==> src/rtl/mips_pkg.sv <==
// rtl/mips_pkg.sv - shared sizes and register index constants for the MIPS datapath
//
// Purpose: common widths and architectural register numbers used by the
//          register file and by write-address selection upstream.
// Ports:   none (package).
package mips_pkg;

  localparam int DATA_W = 32;
  localparam int ADDR_W = 5;

  // Architectural register numbers. REG_RA is the jal link target.
  localparam logic [4:0] REG_ZERO = 5'd0;
  localparam logic [4:0] REG_AT   = 5'd1;
  localparam logic [4:0] REG_SP   = 5'd29;
  localparam logic [4:0] REG_RA   = 5'd31;

endpackage : mips_pkg

==> src/rtl/mips_reg_word.sv <==
// rtl/mips_reg_word.sv - one general-purpose register with synchronous reset and load enable
//
// Purpose: storage for a single register-file entry.
// Ports:
//   clk     in   clock, rising edge
//   reset   in   synchronous active-high clear; wins over i_load
//   i_load  in   load i_d at the next rising edge
//   i_d     in   [W-1:0] data to load
//   o_q     out  [W-1:0] stored value
module mips_reg_word #(
  parameter int W = 32
) (
  input  logic         clk,
  input  logic         reset,
  input  logic         i_load,
  input  logic [W-1:0] i_d,
  output logic [W-1:0] o_q
);

  logic [W-1:0] r_q;

  always_ff @(posedge clk) begin
    if (reset) begin
      r_q <= '0;
    end else if (i_load) begin
      r_q <= i_d;
    end
  end

  assign o_q = r_q;

endmodule : mips_reg_word

==> src/rtl/mips_reg_file.sv <==
// rtl/mips_reg_file.sv - 32-entry MIPS register file, two combinational reads, one write
//
// Purpose: GPR file feeding ALU operand A (port 1) and operand B / store data
//          (port 2). $0 has no storage and always reads zero.
// Ports:
//   clk       in   clock, rising edge
//   reset     in   synchronous active-high clear of all registers
//   rd_addr1  in   [ADDR_W-1:0] rs address
//   rd_addr2  in   [ADDR_W-1:0] rt address
//   wr_en     in   RegWrite
//   wr_addr   in   [ADDR_W-1:0] write-back address
//   wr_data   in   [DATA_W-1:0] write-back data
//   rd_data1  out  [DATA_W-1:0] operand A
//   rd_data2  out  [DATA_W-1:0] operand B / store data
module mips_reg_file
  import mips_pkg::*;
#(
  parameter int DATA_W = mips_pkg::DATA_W,
  parameter int ADDR_W = mips_pkg::ADDR_W,
  parameter bit BYPASS = 1'b1
) (
  input  logic              clk,
  input  logic              reset,
  input  logic [ADDR_W-1:0] rd_addr1,
  input  logic [ADDR_W-1:0] rd_addr2,
  input  logic              wr_en,
  input  logic [ADDR_W-1:0] wr_addr,
  input  logic [DATA_W-1:0] wr_data,
  output logic [DATA_W-1:0] rd_data1,
  output logic [DATA_W-1:0] rd_data2
);

  localparam int DEPTH     = 2 ** ADDR_W;
  // $at is the lowest register that actually has storage.
  localparam int FIRST_REG = int'(REG_AT);

  logic [DATA_W-1:0] w_regs [DEPTH];
  logic              w_wr_live;
  logic              w_byp1;
  logic              w_byp2;

  assign w_regs[0] = '0;

  // A write only takes effect outside reset and never to $0; the same
  // qualifier gates forwarding so a lost write is never forwarded either.
  assign w_wr_live = wr_en && !reset && (wr_addr != '0);

  for (genvar i = FIRST_REG; i < DEPTH; i++) begin : g_word
    localparam logic [ADDR_W-1:0] IDX = ADDR_W'(i);

    mips_reg_word #(.W(DATA_W)) u_word (
      .clk    (clk),
      .reset  (reset),
      .i_load (wr_en && (wr_addr == IDX)),
      .i_d    (wr_data),
      .o_q    (w_regs[i])
    );
  end

  // Forwarding of wr_data is safe only because write-back data never
  // depends on this cycle's read data (guaranteed by control).
  assign w_byp1 = BYPASS && w_wr_live && (wr_addr == rd_addr1);
  assign w_byp2 = BYPASS && w_wr_live && (wr_addr == rd_addr2);

  assign rd_data1 = w_byp1 ? wr_data : w_regs[rd_addr1];
  assign rd_data2 = w_byp2 ? wr_data : w_regs[rd_addr2];

endmodule : mips_reg_file

==> config.mk <==
export PLATFORM = sky130hd
export DESIGN_NAME = mips_reg_file
export DESIGN_NICKNAME = d
export VERILOG_FILES = /design/src/rtl/mips_pkg.sv /design/src/rtl/mips_reg_word.sv /design/src/rtl/mips_reg_file.sv
export SDC_FILE = /design/constraint.sdc
export NUM_CORES = 2
export LEC_CHECK = 0
export CORE_ASPECT_RATIO = 0.8
export CORE_MARGIN = 2
export CORE_UTILIZATION = 39
export CTS_BUF_LIST = sky130_fd_sc_hd__clkbuf_4 sky130_fd_sc_hd__clkbuf_8
export CTS_CLUSTER_SIZE = 12
export DETAILED_ROUTE_END_ITERATION = 7
export DONT_BUFFER_PORTS = 1
export PLACE_DENSITY = 0.55
export RECOVER_POWER = 25
export SYNTH_ARGS = -nofsm -noshare
export SYNTH_HDL_FRONTEND = slang
export SYNTH_SLANG_ARGS = --single-unit
==> constraint.sdc <==
create_clock -name clk -period 2.5 [get_ports clk]
set_input_delay 0.5 -clock clk [delete_from_list [all_inputs] [get_ports clk]]
set_output_delay 0.5 -clock clk [all_outputs]
set_load 0.02 [all_outputs]
# Yosys cells after proc, flatten, opt, wreduce, memory -nomap -nowiden
# Index checks and enable logic that the tools add are counted.
dict set report op_classes {
  n_lt_le_gt_ge 2
  eq_ne 33
  n_mux 8
  bitwise 2
  reduce_logical 37
}
# op count
set ops {}
lappend ops {{$bmux 32 s5} 2}
lappend ops {{$mux 32} 6}
lappend ops {{$eq 5x5->1 const B} 16}
lappend ops {{$eq 5x4->1 const B} 8}
lappend ops {{$logic_and 1x1->1} 35}
lappend ops {{$eq 5x3->1 const B} 4}
lappend ops {{$ge 6x6->1 const B} 2}
lappend ops {{$not 5->6} 2}
lappend ops {{$eq 5x2->1 const B} 2}
lappend ops {{$eq 5x5->1} 2}
lappend ops {{$eq 5x1->1 const B} 1}
lappend ops {{$reduce_bool 5->1} 1}
lappend ops {{$logic_not 1->1} 1}
dict set report totals {
  reg_bits 992
  input_bits 50
  out_inout_bits 64
  elab_cells 113
}

# Longest topological paths before layout
dict set report depth {
  depth_word 5
  ltp_mapped 10
  ltp_nobuf 5
}

# Modules after synthesis
# From an unflattened synthesis, not the netlist that was laid out.
dict set report hier_totals {
  hier_cells 4708
  area_unflattened_um2 52723.1
}
# mod instances cells_each area_each_um2 seq_area_each_um2
set by_module_without_submodules {}
lappend by_module_without_submodules {mips_reg_word 31 103 1163.6 640.6}
lappend by_module_without_submodules {mips_reg_file 1 1515 16651.0 0.0}

# Worst setup path before layout
# Ideal clock, no wire load.
dict set report synth_timing {
  kind {input-to-output}
  from {input rd_addr2[1]}
  to {output rd_data2[22]}
  arrival_ns 2.256
  required_time_ns 2.000
  setup_slack_ns -0.256
  stages 8
  path_buffers 3
  path_cell_list {buf_4 > nor2b_1 > clkbuf_1 > nor2b_1 > buf_2 > a221oi_1 > o21a_1 > a221oi_1}
}
dict set report synth_between {
  elab_chain_cells 5
}
# item line_no
set synth_lines {}
lappend synth_lines {{from (decl)} mips_reg_file.sv:25} ;# input logic [ADDR_W-1:0] rd_addr2,
lappend synth_lines {{$not 5->6 (not written as such)} mips_reg_file.sv:66} ;# assign rd_data2 = w_byp2 ? wr_data : w_regs[rd_addr2];
lappend synth_lines {{$bmux 32 s5} mips_reg_file.sv:66}
lappend synth_lines {{$mux 32 (not written as such) (2 in a row)} mips_reg_file.sv:66}
lappend synth_lines {{$mux 32 (*)} mips_reg_file.sv:66}
lappend synth_lines {{to (decl)} mips_reg_file.sv:30} ;# output logic [DATA_W-1:0] rd_data2
# Every way passes the cells marked *; elsewhere a longest branch is shown, timed or not. The select of a mux whose other input is x is not followed.

# Final worst setup path
dict set report layout_timing {
  from {input reset}
  to {output rd_data2[22]}
}
dict set report layout_between {
  elab_chain_cells 5
}
# item line_no
set layout_lines {}
lappend layout_lines {{from (decl)} mips_reg_file.sv:23} ;# input logic reset,
lappend layout_lines {{$logic_not 1->1} mips_reg_file.sv:46} ;# assign w_wr_live = wr_en && !reset && (wr_addr != '0);
lappend layout_lines {{$logic_and 1x1->1 (2 in a row)} mips_reg_file.sv:46}
lappend layout_lines {{$logic_and 1x1->1} mips_reg_file.sv:63} ;# assign w_byp2 = BYPASS && w_wr_live && (wr_addr == rd_addr2);
lappend layout_lines {{$mux 32} mips_reg_file.sv:66}
# Every way passes these cells.

==> flow_summary.toml <==
[floorplanning]
initial_core_util = 0.393
boundaryPins = 114
die_area_mm2 = 0.136
die_width_um = 411
core-area_mm2 = 0.132
num_rows = 119
die_h_um = 330

[route]
wirelength_mm = 237
routed_via_density = 6.04
dr.pass1.iters = 7
route.detailed.drc = 0
routedWlPerCell_um = 27.2
vias = 52800
drtIter0Drc = 6959
postRouteAntennaNets = 0

[critical_path]
worstPathArrival_ns = 3.90
worst_path_largest_cell_delay_ns = 0.71
path_common_cell = "buf_6"
startpoint_type = "input pin"
cp_top_family = "simple AND/OR/NAND/NOR gates"
crit_chain = "nand2b_4, a21oi_4, buf_6, nand4_1, buf_12, a221oi_4, buf_6"
crit_type = "in2out"
crit_cells = 7
endpoint_kind = "output port"
critPathRequiredTime_ns = 2.00
crit_start = "reset"
crit_slowest_cell = "nand2b_4"
reg2reg_from = "g_word[14].u_word.o_q[30]"
cp.buffers_inverters = 3
worstPathMaxFanout = 865
reg2reg_depth = 4

[synthesis]
ys_warn_count = 0
synth.area.top_cells = "dfxtp_1 (38%), mux4_2 (15%), nand2_1 (15%), a21oi_1 (9.9%), mux2i_1 (3.5%)"
ys_seq_area_frac = 0.384
synth-edff-count = 0
synth_cell_types = 46
ys.flop_type = "dfxtp_1"
syn_nets = 6096
synth_seq_cells = 992
synth-async-reset-ratio = 0
syn_inst = 6046
netlist.area_leader.share = 0.384
yosysTopAreaCell = "dfxtp_1"
syn_area_mm2 = 0.0517
syn_area_per_cell_um2 = 8.56

[timing]
worstMarginPinSlew_ns = 3.47
hold_viol = 0
rsz0062_at_grt = "true"
fin_crit_sh = 1.76
timing.hold.ws_ns = 0.0828
report.final.setup_viol = 434
slew_headroom = -1.31
drv_slew = 934
setup_ws_ns = -1.90
fmaxAchievable_mhz = 227
period_minus_slack_ns = 4.40
skew_ns = 0

[grt]
antenna_found_initial = 20
grtUsageTotal = 0.343
first_global_vias = 51800
grt_max_degree = 866
grt_pass1_wl_mm = 346
grt_overflow_total = 0

[final_layout]
largest_reg_flops = 992
final_common_cell = "nand2_1"
fillers = 11900
synthToLayoutAreaGrowth_pct = 36.0
drive_gt1_frac = 0.223
fin_nets = 6891
final_cell_mix = "nand2_1 (2041), a21oi_1 (1012), dlygate4sd3_1 (929)"
fin_area_mm2 = 0.0704
final_util = 0.535

[outcome]
status = "complete, but fails checks"
violations = "max-capacitance violations, max-slew violations, negative setup slack"

[power_and_ir_drop]
leakage_nw = 26.3
power-per-cell-area_mw_per_mm2 = 497
totalPowerFinal_mw = 35.0
peakVddDrop_v = 0.000641

[clock_tree]
cts_num_sinks = 992
cts_buffers = 162
cts_max_level = 4
cts_root_buf = "clkbuf_8"
clk_latency_ns = 0.91
tritoncts = "done"
cts_max_path_buffers = 3
clkSlewWorstSetupHoldPaths_ns = 0.07

[flow_run]
maxCapViolations = 10

[hold_path]
worstHoldPathCells = 4
hp-start = "wr_addr[2]"
hold_path_class = "in2reg"

[place]
portBuffers = 0
placed_cell_area_mm2 = 0.0556
gp_congestion = 0.862
dp_hpwl_mm = 120
-- worst paths after layout --
path	end	slack, ns
max	rd_data2[22]	-1.90
min	g_word[28].u_word.o_q[14]	0.08
min reg2reg	g_word[13].u_word.o_q[16]	0.46
max reg2reg	g_word[14].u_word.o_q[30]	1.10
-- cells by family after synthesis --
kind of cell,synth area share
AND/OR/NAND/NOR,0.175
AO/OA/AOI/OAI,0.158
flip-flops,0.384
multiplexers,0.223
buffers and inverters,0.0584
XOR/XNOR,0.00169
-- metrics by stage --
stage               TNS (ns)  cells  setup WS (ns)
finish               -192.64   8737          -1.90
global route          -93.89   8726         -0.721
CTS                   -37.79   8706         -0.730
detailed placement    -20.21   7464         -0.622
global placement      -13.54   7464         -0.494
floorplan             -0.723   6046         -0.150
-- Yosys cell counts, types with 4 or more instances --
library cell and number:
o31ai_1 33, o221ai_1 33, xor2_1 6, and2_1 5, buf_2 102, a221oi_1 86, a21oi_1 1028, a31o_2 10
mux2i_1 181, buf_6 22, a22o_1 35, o21ai_1 10, nor2b_1 57, mux4_2 345, buf_1 10, nor3_1 39
clkbuf_1 430, nand2b_1 34, xnor2_1 4, nor2_1 65, mux2_2 145, a211oi_2 8, mux4_1 13, a211oi_1 46
nand3_1 33, nand2_1 2060, o21a_1 20, clkbuf_2 31, dfxtp_1 992, a22oi_1 42, o22ai_1 41, buf_4 49
o221a_2 10
-- worst min-delay path, cell delays in order --
cell and delay [ns]:
nand3_2 0.07, buf_12 0.20, nand2_1 0.10, a21oi_1 0.06
-- area by class of cell --
class	instances	area (µm²)	area share
Antenna cell	28	70.1	0.000996
Clock buffer	256	3160	0.0449
Clock inverter	22	244	0.00347
Multi-Input combinational cell	4405	31300	0.444
Sequential cell	992	20000	0.284
Tap cell	1754	2190	0.0312
Timing Repair Buffer	1280	13400	0.191
-- report_power, final --
part | switching (mW) | leakage [nW] | internal, mW
combinational | 1.77 | 16.4 | 1.58
sequential | 0.0862 | 8.06 | 15.9
clock | 7.23 | 1.80 | 8.39
total | 9.08 | 26.3 | 25.9
-- timing repair --
item	CTS	global route
endpoints found under the setup margin	64	64
endpoints found under the hold margin	992	0
resized for setup	317	106
setup buffers	16	6
gates cloned	0	0
hold buffers	962	0
pin swaps	85	29
-- metal layers --
layer  track usage  routed length (µm)
met1         0.451               92000
met2         0.503              100000
met3         0.114               32600
met4         0.174               12400
met5             0                 151
Note: power is estimated with default switching activity, not from simulation.
